===== src/rtl/demux_if.sv =====
// demux_if: bundles the producer-side stream, the three lane streams and the
// drop counter of the demux. master = producer/consumers side (testbench),
// slave = demux side. Scalar clock and reset stay outside the interface.
interface demux_if #(
    parameter int WIDTH = 4
);
    logic [WIDTH-1:0] in_data;
    logic [1:0]       in_dest;
    logic             in_valid;
    logic             in_ready;

    logic [WIDTH-1:0] out1_data;
    logic [WIDTH-1:0] out2_data;
    logic [WIDTH-1:0] out3_data;
    logic             out1_valid;
    logic             out2_valid;
    logic             out3_valid;
    logic             out1_ready;
    logic             out2_ready;
    logic             out3_ready;

    logic [7:0]       drop_cnt;

    modport master (
        output in_data, in_dest, in_valid,
        input  in_ready,
        input  out1_data, out2_data, out3_data,
        input  out1_valid, out2_valid, out3_valid,
        output out1_ready, out2_ready, out3_ready,
        input  drop_cnt
    );

    modport slave (
        input  in_data, in_dest, in_valid,
        output in_ready,
        output out1_data, out2_data, out3_data,
        output out1_valid, out2_valid, out3_valid,
        input  out1_ready, out2_ready, out3_ready,
        output drop_cnt
    );
endinterface


===== src/rtl/demux.sv =====
// demux: registered 1-to-3 stream demultiplexer routing each word by in_dest
// into one of three single-entry lane registers; 1-cycle latency.
// Backpressure: in_ready follows only the addressed lane (free = empty or
// draining), so a stalled lane blocks only words aimed at it.
// Ports: clk, rst_n (async active-low), bus (demux_if.slave): in_* stream,
// out1..3_* lane streams, drop_cnt (saturating count of discarded words).
// Build option: DEMUX_BCAST_EN makes dest 3 a broadcast to all lanes;
// without it dest 3 words are discarded and counted.
module demux #(
    parameter int WIDTH = 4
) (
    input  logic   clk,
    input  logic   rst_n,
    demux_if.slave bus
);

    logic [WIDTH-1:0] data_q [3];
    logic [2:0]       valid_q;
    logic [7:0]       drop_q;

    logic [2:0]       lane_rdy;
    logic [2:0]       free;
    logic [2:0]       load;
    logic             in_rdy;
    logic             xfer;
    logic             drop;

    // A lane can take a word if it is empty or its current word leaves this edge.
    assign lane_rdy = {bus.out3_ready, bus.out2_ready, bus.out1_ready};
    assign free     = ~valid_q | lane_rdy;

    always_comb begin
        in_rdy = 1'b0;
        case (bus.in_dest)
            2'd0: in_rdy = free[0];
            2'd1: in_rdy = free[1];
            2'd2: in_rdy = free[2];
            default: begin
`ifdef DEMUX_BCAST_EN
                in_rdy = &free;
`else
                in_rdy = 1'b1;
`endif
            end
        endcase
    end

    assign xfer = bus.in_valid && in_rdy;

    always_comb begin
        load = 3'b000;
        drop = 1'b0;
        if (xfer) begin
            case (bus.in_dest)
                2'd0: load = 3'b001;
                2'd1: load = 3'b010;
                2'd2: load = 3'b100;
                default: begin
`ifdef DEMUX_BCAST_EN
                    load = 3'b111;
`else
                    drop = 1'b1;
`endif
                end
            endcase
        end
    end

    // Load wins over drain so a lane can be refilled on the edge it empties.
    always_ff @(posedge clk or negedge rst_n) begin
        if (!rst_n) begin
            for (int k = 0; k < 3; k++) begin
                data_q[k] <= '0;
            end
            valid_q <= 3'b000;
        end else begin
            for (int k = 0; k < 3; k++) begin
                if (load[k]) begin
                    data_q[k]  <= bus.in_data;
                    valid_q[k] <= 1'b1;
                end else if (valid_q[k] && lane_rdy[k]) begin
                    valid_q[k] <= 1'b0;
                end
            end
        end
    end

    always_ff @(posedge clk or negedge rst_n) begin
        if (!rst_n) begin
            drop_q <= 8'd0;
        end else if (drop && (drop_q != 8'hFF)) begin
            drop_q <= drop_q + 8'd1;
        end
    end

    assign bus.in_ready   = in_rdy;
    assign bus.out1_data  = data_q[0];
    assign bus.out2_data  = data_q[1];
    assign bus.out3_data  = data_q[2];
    assign bus.out1_valid = valid_q[0];
    assign bus.out2_valid = valid_q[1];
    assign bus.out3_valid = valid_q[2];
    assign bus.drop_cnt   = drop_q;

endmodule


===== src/flat_wrapper.sv =====
// flat-port wrapper written by rule: the top's interface ports become plain ports
module demux_flat 
#(
    parameter int WIDTH = 4
)
  (clk, rst_n, bus_in_data, bus_in_dest, bus_in_valid, bus_in_ready, bus_out1_data, bus_out2_data, bus_out3_data, bus_out1_valid, bus_out2_valid, bus_out3_valid, bus_out1_ready, bus_out2_ready, bus_out3_ready, bus_drop_cnt);
  demux_if #(.WIDTH(WIDTH)) bus_i ();
  input  logic clk;
  input  logic rst_n;
  input wire logic [$bits(bus_i.in_data)-1:0] bus_in_data;
  input wire logic [$bits(bus_i.in_dest)-1:0] bus_in_dest;
  input wire logic [$bits(bus_i.in_valid)-1:0] bus_in_valid;
  output wire logic [$bits(bus_i.in_ready)-1:0] bus_in_ready;
  output wire logic [$bits(bus_i.out1_data)-1:0] bus_out1_data;
  output wire logic [$bits(bus_i.out2_data)-1:0] bus_out2_data;
  output wire logic [$bits(bus_i.out3_data)-1:0] bus_out3_data;
  output wire logic [$bits(bus_i.out1_valid)-1:0] bus_out1_valid;
  output wire logic [$bits(bus_i.out2_valid)-1:0] bus_out2_valid;
  output wire logic [$bits(bus_i.out3_valid)-1:0] bus_out3_valid;
  input wire logic [$bits(bus_i.out1_ready)-1:0] bus_out1_ready;
  input wire logic [$bits(bus_i.out2_ready)-1:0] bus_out2_ready;
  input wire logic [$bits(bus_i.out3_ready)-1:0] bus_out3_ready;
  output wire logic [$bits(bus_i.drop_cnt)-1:0] bus_drop_cnt;
  assign bus_i.in_data = bus_in_data;
  assign bus_i.in_dest = bus_in_dest;
  assign bus_i.in_valid = bus_in_valid;
  assign bus_in_ready = bus_i.in_ready;
  assign bus_out1_data = bus_i.out1_data;
  assign bus_out2_data = bus_i.out2_data;
  assign bus_out3_data = bus_i.out3_data;
  assign bus_out1_valid = bus_i.out1_valid;
  assign bus_out2_valid = bus_i.out2_valid;
  assign bus_out3_valid = bus_i.out3_valid;
  assign bus_i.out1_ready = bus_out1_ready;
  assign bus_i.out2_ready = bus_out2_ready;
  assign bus_i.out3_ready = bus_out3_ready;
  assign bus_drop_cnt = bus_i.drop_cnt;
  demux #(.WIDTH(WIDTH)) u_core (.clk(clk), .rst_n(rst_n), .bus(bus_i));
endmodule

===== config.mk =====
export PLATFORM = sky130hd
export DESIGN_NAME = demux_flat
export DESIGN_NICKNAME = d
export VERILOG_FILES = /design/src/rtl/demux_if.sv /design/src/rtl/demux.sv /design/src/flat_wrapper.sv
export SDC_FILE = /design/constraint.sdc
export NUM_CORES = 1
export LEC_CHECK = 0
export CORE_UTILIZATION = 43
export CTS_BUF_LIST = sky130_fd_sc_hd__clkbuf_8 sky130_fd_sc_hd__clkbuf_16
export DETAILED_ROUTE_END_ITERATION = 12
export HOLD_SLACK_MARGIN = 0.06
export PLACE_DENSITY_LB_ADDON = 0.08
export SLEW_MARGIN = 15
export SYNTH_ARGS = -nofsm -noshare
export SYNTH_HDL_FRONTEND = slang
export SYNTH_SLANG_ARGS = --single-unit

===== constraint.sdc =====
create_clock -name clk -period 1.5 [get_ports clk]
set_input_delay 0.3 -clock clk [delete_from_list [all_inputs] [get_ports clk]]
set_output_delay 0.3 -clock clk [all_outputs]
set_load 0.02 [all_outputs]

## Word-level counts from Yosys, hierarchy flattened

Index checks and enable logic that the tools add are counted.

- Output and inout bits: 24
- Register bits: 23

- Reduce and logical (&&, ||, !) cells: 10
- Eq/ne operators: 3
- Mux-type cells: 11
- Add/subtract/negate cells: 1
- Bitwise logic cells: 2

Operator list:

| operator | count |
|---|---|
| $pmux 3 s3 | 1 |
| $add 8x1->8 const B | 1 |
| $mux 1 | 8 |
| $ne 8x8->1 const B | 1 |
| $reduce_bool 2->1 | 3 |
| $logic_and 1x1->1 | 5 |
| $mux 3 | 1 |
| $not 3->3 | 1 |
| $or 3x3->3 | 1 |
| $pmux 1 s3 | 1 |
| $reduce_or 3->1 | 1 |
| $eq 2x1->1 const B | 1 |
| $eq 2x2->1 const B | 1 |
| $logic_not 2->1 | 1 |

## Depth between registers and ports, before layout

Gate-level depths: netlist of run 1.

- Depth after elaboration: 6
- Depth in mapped cells: 4
- Depth with buffers taken out: 4

## Least setup slack after synthesis of run 1

No wires, ideal clock.

- Path type: flip-flop to flip-flop
- Start: reg u_core.drop_q[0], in the netlist u_core.bus.drop_cnt[0]
- End: reg u_core.drop_q[1], in the netlist u_core.bus.drop_cnt[1]
- Arrival: 1.419 ns
- Period minus slack after synthesis: 1.547 ns
- Library setup time: 0.128 ns
- Buffers on the path: 0
- Path slack: -0.047 ns
- Cell stages (with the launch flop): 5
- Cell sequence: dfrtp_1 -> ha_1 -> nand4_1 -> o21ai_1 -> mux2_1

- Word-level cells in the longest chain between the ends: 2
- Elaborated cells on any way between the ends: 3
- Classes of those cells: add/sub: 1; eq/ne: 1; reduce/logical: 1

Ends and longest elaborated chain:

| what | line | source |
|---|---|---|
| start, declared | demux.sv:19 | `logic [7:0] drop_q;` |
| start signal, assigned | demux.sv:92 | `drop_q <= drop_q + 8'd1;` |
| branches (longest 2 deep; another with $add 8x1->8) | - |  |

Parallel ways; which one is timed is not known.
A chain may end at the register's enable or synchronous reset.

## Worst setup path after layout of run 1

- Start: in bus_in_dest[1]
- End: out bus_in_ready

- Word-level cells in the longest chain between the ends: 2
- Elaborated cells on any way between the ends: 4
- Classes of those cells: eq/ne: 2; mux: 1; reduce/logical: 1

Ends and longest elaborated chain:

| what | line | source |
|---|---|---|
| start, declared | flat_wrapper.sv:11 | `input wire logic [$bits(bus_i.in_dest)-1:0] bus_in_dest;` |
| $eq 2x2->1, or another cell as far along | demux.sv:34 | `case (bus.in_dest)` |
| $pmux 1 s3 * | demux.sv:34 |  |
| end, declared | flat_wrapper.sv:13 | `output wire logic [$bits(bus_i.in_ready)-1:0] bus_in_ready;` |

Every way passes the cells marked *; elsewhere a longest branch is shown, timed or not.

==> results.txt, run 1 <==
----------------------------------------------------
[CTS]
  CTS HTree Levels ... 1
  Clock root buffer ... sky130_fd_sc_hd__clkbuf_8
  CTS tree ... built
  Num Clock Sinks ... 23
  Skew-Pair Late Insertion Delay ... between 200 and 300 ps
  TritonCTS Buffers ... 3
  Hold buffer count at CTS ... 0
  Clock input transition at the sequential cells of the worst setup and hold paths ... about 80 ps
  Buffer depth of the longest clock path ... 2

[Placement]
  Half-perimeter wire length after placement ... between 1500 and 2000 microns
  Buffers added on ports ... 35
  Placed inst area ... about 1500 sq um
  Worst slack after detailed placement ... -563 ps
  RD Place Congestion ... between 0.8 and 0.9

[Yosys]
  Number of synthesized register bits ... 23
  Area share of the leading cell type in the synthesized netlist ... a little under three fifths
  Post-Syn Instances ... 83
  Post-synthesis net count ... 96
  Count of cell types in the netlist ... 28
  Combined area of all synthesized cells ... approximately 1000 sq um
  Largest area contributor in the netlist ... sky130_fd_sc_hd__dfrtp_1
  Post-Syn Area per Cell ... roughly 12 sq um
  Sequential fraction of the synthesis area ... roughly 57%
  Biggest area contributors in the synthesized netlist ... sky130_fd_sc_hd__dfrtp_1, sky130_fd_sc_hd__mux2_2, sky130_fd_sc_hd__nand2_1
  Syn. warnings ... 0

[Global routing]
  Antenna violations before repair ... 0
  Total global routing overflow ... 0
  Via count of the first global-routing pass ... 800
  Global-route wire length before repair ... 3390 microns
  All-Layer GR Usage ... between 10% and 20%
  Largest net degree at the start of global routing ... 24

[STA]
  Number of setup violations in the final report ... 0
  Period utilization ... about 100%
  Slew at the pin closest to its max-slew limit ... 367 ps
  RSZ-0062 raised after global routing ... true
  Worst max-slew margin expressed relative to the limit ... about three quarters
  Maximum operating frequency ... roughly 0.68 GHz
  Number of failing hold endpoints at the final stage ... 0
  Min Clock Period, post-route ... around 1500 ps
  Clock Skew ... 1.26 ps
  Worst-case setup margin in the final layout ... 23.3 ps
  Number of pins with negative max-slew slack in the final report ... 0

[Final layout]
  Final-stage net count ... between 100 and 150
  Synth-to-Final Area Change ... 55.7%
  Diode insertion count for antenna repair ... 0
  Final standard cell area without fillers ... 1580 sq um
  Fraction of final layout cells with drive strength greater than 1 ... around a third

[Drt]
  Metal-1 WL ... 962 microns
  Length of routed met3 wiring ... 110 microns
  Number of search-and-repair iterations in the first detailed-routing pass ... 4
  Post-route antenna net violation count ... 0
  Via count ... 838
  DR WL met2 ... between 1000 and 1500 microns
  Routed WL per cell ... ~14 microns
  Detail-routed via count per cell ... roughly 5.2
  Highest metal layer with signal wires ... met4
  Initial DRC Count ... 14
  Wire length reported by the detailed router ... between 2000 and 2500 microns
  DRC violations left ... 0

[Die]
  Die footprint ... about 2600 sq um
  Area of the placeable core ... between 2000 and 2500 sq um
  Overall die width ... 50.6 microns
  Standard-cell row count ... 17
  Effective utilization at floorplan ... a little under half
  Ports placed on the boundary ... 36
  Vertical extent of the die ... between 50 and 60 microns

[Power]
  PwrDens ... 1230 nW/um^2
  Internal power consumption ... 1.26 mW
  Sw frac ... a little over a third
  Part of the total power dissipated in combinational logic ... between 30% and 40%
  Max VDD drop ... between 0.7 and 0.8 mV
  P_leak ... 0.764 nW
  Sequential power share ... ~46%
  Net switching power ... between 0.6 and 0.7 mW
  Post-layout total power ... just under 2 mW
  Part of the power in the clock network ... a little under a fifth

[Job]
  Number of maximum-capacitance constraint violations ... 0

[Worst setup path]
  Category of the worst setup path launch point ... input pin
  Worst endpoint data arrival time ... 1180 ps
  Worst endpoint required time ... about 1200 ps
  Setup CP Type ... input pin to primary output
  Worst-path fanout max ... 7
  Nature of the critical path endpoint ... primary output

[Hold path]
  Path category of the worst min-delay check ... input pin to register

[Status]
  Outcome ... finished, final reports clean

----------------------------------------------------
## final cells by class
class | instances | area (sq um)
clock inverter | 1 | 5.00
multi-input combinational | 58 | 500
timing repair buffer | 47 | 420
fill | 183 | 628
inverter | 1 | 3.75
sequential | 23 | 578
tap | 28 | 35.0
clock buffer | 3 | 41.3
## path summary, 6_finish.rpt
check	from	end	slack (ps)	cells after the start
setup / recovery	bus_in_dest[1]	bus_in_ready	20	5
hold / removal	bus_out2_ready	u_core.valid_q[1]$_DFFE_PN0P_	360	3
setup reg to reg	u_core.bus.drop_cnt[2]$_DFFE_PN0P_	u_core.bus.drop_cnt[7]$_DFFE_PN0P_	90	3
hold reg to reg	u_core.bus.out3_data[0]$_DFFE_PN0P_	u_core.bus.out3_data[0]$_DFFE_PN0P_	500	1
max in group asynchronous	rst_n	u_core.bus.drop_cnt[1]$_DFFE_PN0P_	860	2
min in group asynchronous	rst_n	u_core.bus.drop_cnt[2]$_DFFE_PN0P_	400	2
## power groups by stage
stage	combinational [mW]	clock, mW	sequential, mW
CTS	0.668	0.391	0.892
global placement	0.752	0	0.899
detailed placement	0.762	0	0.910
finish	0.678	0.369	0.896
floorplan	0.200	0	1.07
global route	0.719	0.411	0.921
## worst max-delay path, stage by stage
cell,delay (ps)
sky130_fd_sc_hd__dlygate4sd2_1,420
sky130_fd_sc_hd__nand3b_1,130
sky130_fd_sc_hd__o21ai_1,90
sky130_fd_sc_hd__o21ai_1,80
sky130_fd_sc_hd__buf_4,160
## logic make-up after synthesis
family | synth area share, %
AO/OA/AOI/OAI | 6.27
flip-flops | 56.6
AND/OR/NAND/NOR | 15.7
XOR/XNOR | 1.72
multiplexers | 17.6
buffers and inverters | 0.860
adder cells (fa/ha/maj) | 1.23
## metal layers
layer,vias up,GRT usage (%)
met5,-,0
met4,0,6.94
met3,2,4.24
met2,21,31.3
met1,412,21.2
li1,403,-
## cells in the final DEF (no fill, tap or decap), drive strengths merged, types with 2 or more instances in the layout
cell	synthesis	routed
nand3	3	3
and3	3	3
mux2	15	15
nand2	8	8
clkbuf	0	3
dlymetal6s2s	0	5
nand2b	2	2
dlygate4sd2	0	24
nor2b	2	2
buf	1	13
nand3b	2	2
dfrtp	23	23
clkdlybuf4s50	0	5
xnor2	2	2
nor3	3	3
o21ai	4	4
nor2	3	3
## timing repair
item	4_1_cts	5_1_grt
setup buffers	0	2
pin swaps	1	4
resized for setup	35	16
endpoints found under the setup margin	30	16
## cells in the mapped netlist
| cell type | number |
|---|---|
| sky130_fd_sc_hd__and3_1 | 3 |
| sky130_fd_sc_hd__nor3_2 | 1 |
| sky130_fd_sc_hd__buf_2 | 1 |
| sky130_fd_sc_hd__mux2_2 | 13 |
| sky130_fd_sc_hd__nor4_2 | 1 |
| sky130_fd_sc_hd__nand2_1 | 8 |
| sky130_fd_sc_hd__mux2i_1 | 1 |
| sky130_fd_sc_hd__dfrtp_1 | 23 |
| sky130_fd_sc_hd__nor2_1 | 3 |
| sky130_fd_sc_hd__a21oi_1 | 1 |
| sky130_fd_sc_hd__o21ai_1 | 1 |
| sky130_fd_sc_hd__o2111ai_1 | 1 |
| sky130_fd_sc_hd__inv_1 | 1 |
| sky130_fd_sc_hd__nor2b_1 | 2 |
| sky130_fd_sc_hd__or2_2 | 1 |
| sky130_fd_sc_hd__xnor2_1 | 2 |
| sky130_fd_sc_hd__nand4_1 | 1 |
| sky130_fd_sc_hd__a41oi_1 | 1 |
| sky130_fd_sc_hd__nand3_1 | 3 |
| sky130_fd_sc_hd__nor3_1 | 2 |
| sky130_fd_sc_hd__o211ai_1 | 1 |
| sky130_fd_sc_hd__o21ai_0 | 3 |
| sky130_fd_sc_hd__nand3b_1 | 2 |
| sky130_fd_sc_hd__a31oi_1 | 1 |
| sky130_fd_sc_hd__ha_1 | 1 |
| sky130_fd_sc_hd__nand2b_1 | 2 |
| sky130_fd_sc_hd__o21a_1 | 1 |
| sky130_fd_sc_hd__mux2_1 | 2 |
## per-stage QoR
stage / util, % / cells / hold slack, ps / TNS [ps]
final: 71.6 / 161 / 359 / 0
after global routing: 71.6 / 161 / 355 / -18.5
after CTS: 68.0 / 159 / 399 / -38.6
after detailed placement: 66.7 / 155 / 498 / -5210
after global placement: 66.7 / 155 / 488 / -5110
after floorplan: - / 83 / 4.41 / 0
## state kept, by name, indices dropped and copies added, names as in the netlist
| name | cells |
|---|---|
| u_core.bus.out3_data | 4 |
| u_core.valid_q | 3 |
| u_core.bus.drop_cnt | 8 |
| u_core.bus.out1_data | 4 |
| u_core.bus.out2_data | 4 |
Note: power is estimated with default switching activity, not from simulation.
==> run 2, diff against run 1 <==
--- a/config.mk
+++ b/config.mk
@@ -9,7 +9,7 @@
 export CTS_BUF_LIST = sky130_fd_sc_hd__clkbuf_8 sky130_fd_sc_hd__clkbuf_16
 export DETAILED_ROUTE_END_ITERATION = 12
 export HOLD_SLACK_MARGIN = 0.06
-export PLACE_DENSITY_LB_ADDON = 0.08
+export PLACE_DENSITY = 0.88
 export SLEW_MARGIN = 15
 export SYNTH_ARGS = -nofsm -noshare
 export SYNTH_HDL_FRONTEND = slang
==> results.txt, run 2 (synthesized netlist as in run 1, its figures left out) <==
----------------------------------------------------
[Status]
  Outcome ... finished, final reports clean

[Placement]
  Number of placed instances, taps included ... 157 (+1.3%)
  Half-perimeter wire length after placement ... 1830 microns (+16%)
  RD Place Congestion ... 0.755 (-5.9%)
  Placed inst area ... 1490 sq um (+1.0%)
  Buffers added on ports ... 35 (unchanged)
  Worst slack after detailed placement ... -564 ps (-1.24 ps)

[Global routing]
  Antenna violations before repair ... 0 (unchanged)
  Met2 Track Usage GR ... 38.2% (+6.9 points)
  Met1 usage in global routing ... 25.0% (+3.8 points)
  Total global routing overflow ... 0 (unchanged)
  Largest net degree at the start of global routing ... 24 (unchanged)
  Via count of the first global-routing pass ... 837 (+4.6%)
  Global-route layer with the greatest usage ... met2
  Global-route met3 utilization ... 3.03% (-1.2 points)
  All-Layer GR Usage ... 21.2% (+3.2 points)
  Global-route wire length before repair ... 3930 microns (+16%)

[Worst setup path]
  Timing startpoint of the critical path ... u_core.valid_q[2]$_DFFE_PN0P_
  Worst path buffer plus inverter count ... 2 (unchanged)
  Critical-path cell with the highest stage delay ... sky130_fd_sc_hd__dfrtp_1
  Category of the worst setup path launch point ... register
  Longest individual stage delay on the worst path ... 390 ps (-30 ps)
  Worst-path fanout max ... 2 (-5)
  Worst endpoint required time ... 1200 ps (about the same)
  Top delay family on crit path ... buffers and inverters
  Setup CP Type ... register to primary output
  Cell Chain, Critical Path ... buf_4, dlygate4sd2_1
  Start of the worst register-to-register path ... u_core.valid_q[2]$_DFFE_PN0P_
  Nature of the critical path endpoint ... primary output
  Worst endpoint data arrival time ... 1130 ps (-50 ps)

[STA]
  Worst-case setup margin in the final layout ... 73.9 ps (+50.6 ps)
  Maximum operating frequency ... 0.701 GHz (+3.5%)
  Number of setup violations in the final report ... 0 (unchanged)
  Clock Skew ... 2.91 ps (+1.65 ps)
  Number of pins with negative max-slew slack in the final report ... 0 (unchanged)
  Slew at the pin closest to its max-slew limit ... 291 ps (-76.1 ps)
  Min Clock Period, post-route ... 1430 ps (-50.6 ps)
  Number of failing hold endpoints at the final stage ... 0 (unchanged)
  Period utilization ... 95.1% (-3.4 points)
  Worst max-slew margin expressed relative to the limit ... 80.6% (+5.1 points)
  RSZ-0062 raised after global routing ... true

[Drt]
  Initial DRC Count ... 2 (-12)
  Wire length reported by the detailed router ... 2620 microns (+20%)
  Number of search-and-repair iterations in the first detailed-routing pass ... 2 (-2)
  Routed WL per cell ... 16.0 microns (+18%)
  Via count ... 862 (+2.9%)
  Detail-routed via count per cell ... 5.26 (+0.98%)
  Post-route antenna net violation count ... 0 (unchanged)
  DRC violations left ... 0 (unchanged)

[Die]
  Vertical extent of the die ... 50.6 microns (unchanged)
  Area of the placeable core ... 2210 sq um (unchanged)
  Ports placed on the boundary ... 36 (unchanged)
  Standard-cell row count ... 17 (unchanged)
  Effective utilization at floorplan ... 46.0% (unchanged)
  Die footprint ... 2560 sq um (unchanged)
  Overall die width ... 50.6 microns (unchanged)

[Final layout]
  Utilization after layout ... 72.5% (+0.91 points)
  Final-stage net count ... 150 (+2.0%)
  Diode insertion count for antenna repair ... 0 (unchanged)
  Commonest cells after routing, fill and taps aside ... sky130_fd_sc_hd__dlygate4sd2_1, sky130_fd_sc_hd__dfrtp_1, sky130_fd_sc_hd__buf_4, sky130_fd_sc_hd__mux2_2, sky130_fd_sc_hd__nand2_1
  Leading cell type in the layout, fill and taps excluded ... sky130_fd_sc_hd__dlygate4sd2_1
  Synth-to-Final Area Change ... 57.7%
  Fraction of final layout cells with drive strength greater than 1 ... 36.0% (+2.9 points)
  Count of placed standard cells in the final layout, fillers left out ... 164 (+1.9%)
  Max FFs per register ... 8 (unchanged)
  Final standard cell area without fillers ... 1600 sq um (+1.3%)

[Power]
  Max VDD drop ... 1.16 mV (+46%)
  Post-layout total power ... 2.01 mW (+3.6%)
  P_leak ... 0.788 nW (+3.1%)
  PwrDens ... 1250 nW/um^2 (+2.3%)

[CTS]
  Clock input transition at the sequential cells of the worst setup and hold paths ... 80 ps (about the same)
  Clock root buffer ... sky130_fd_sc_hd__clkbuf_8
  TritonCTS Buffers ... 3 (unchanged)
  CTS HTree Levels ... 1 (unchanged)
  Skew-Pair Late Insertion Delay ... 270 ps (about the same)
  CTS tree ... built
  Num Clock Sinks ... 23 (unchanged)
  Buffer depth of the longest clock path ... 2 (unchanged)

[Hold path]
  Path category of the worst min-delay check ... input pin to asynchronous set/reset pin

[Job]
  Number of maximum-capacitance constraint violations ... 0 (unchanged)

----------------------------------------------------
[run 2: report_power, final]
part | switching, mW | leakage, nW | internal (mW)
clock network | 0.203 | 0.0255 | 0.186
registers | 0.145 | 0.278 | 0.765
logic | 0.386 | 0.484 | 0.328
total | 0.734 | 0.788 | 1.28
[run 2: what timing repair did]
action | 4_1_cts | 5_1_grt
buffers inserted | 1 | 2
setup endpoints to repair | 35 | 12
pin swaps | 3 | 3
hold buffers | 0 | 0
gates resized for setup | 37 | 15
[run 2: per-stage QoR]
step	hold WS (ps)	setup TNS (ps)
global route	404	-18.8
finish	375	0
detailed placement	499	-6680
CTS	384	-73.2
global placement	493	-5340
floorplan	4.41	0
[run 2: worst register-to-register path: cells and delay by family, from the launching register on]
kind | cells | cell delay, ps
DFF | 1 | 390
buffers and inverters | 2 | 300
and+or+nand+nor | 2 | 280
muxes | 1 | 340
[run 2: layer usage]
layer | part of all wire [%] | up-vias | wire [microns]
li1 | - | 405 | -
met1 | 41 | 441 | 1080
met2 | 55 | 14 | 1440
met3 | 2.7 | 2 | 71
met4 | 1.1 | 0 | 28
met5 | 0 | - | 0
[run 2: path summary, 6_finish.rpt]
kind	end	slack, ps	cells past startpoint
setup / recovery	bus_out3_valid	70	2
min in group clk	u_core.valid_q[1]$_DFFE_PN0P_	470	4
max in group asynchronous	u_core.bus.drop_cnt[0]$_DFFE_PN0P_	880	2
hold reg to reg	u_core.bus.out2_data[2]$_DFFE_PN0P_	510	1
setup reg to reg	u_core.bus.out3_data[2]$_DFFE_PN0P_	80	5
hold / removal	u_core.bus.drop_cnt[5]$_DFFE_PN0P_	380	2
[run 2: cell type report]
cell class	count	area [sq um]
clock buffer	3	41.3
clock inverter	1	5.00
fill	165	608
inverter	1	3.75
multi-input combinational	58	490
sequential	23	578
tap	28	35.0
timing repair buffer	50	450
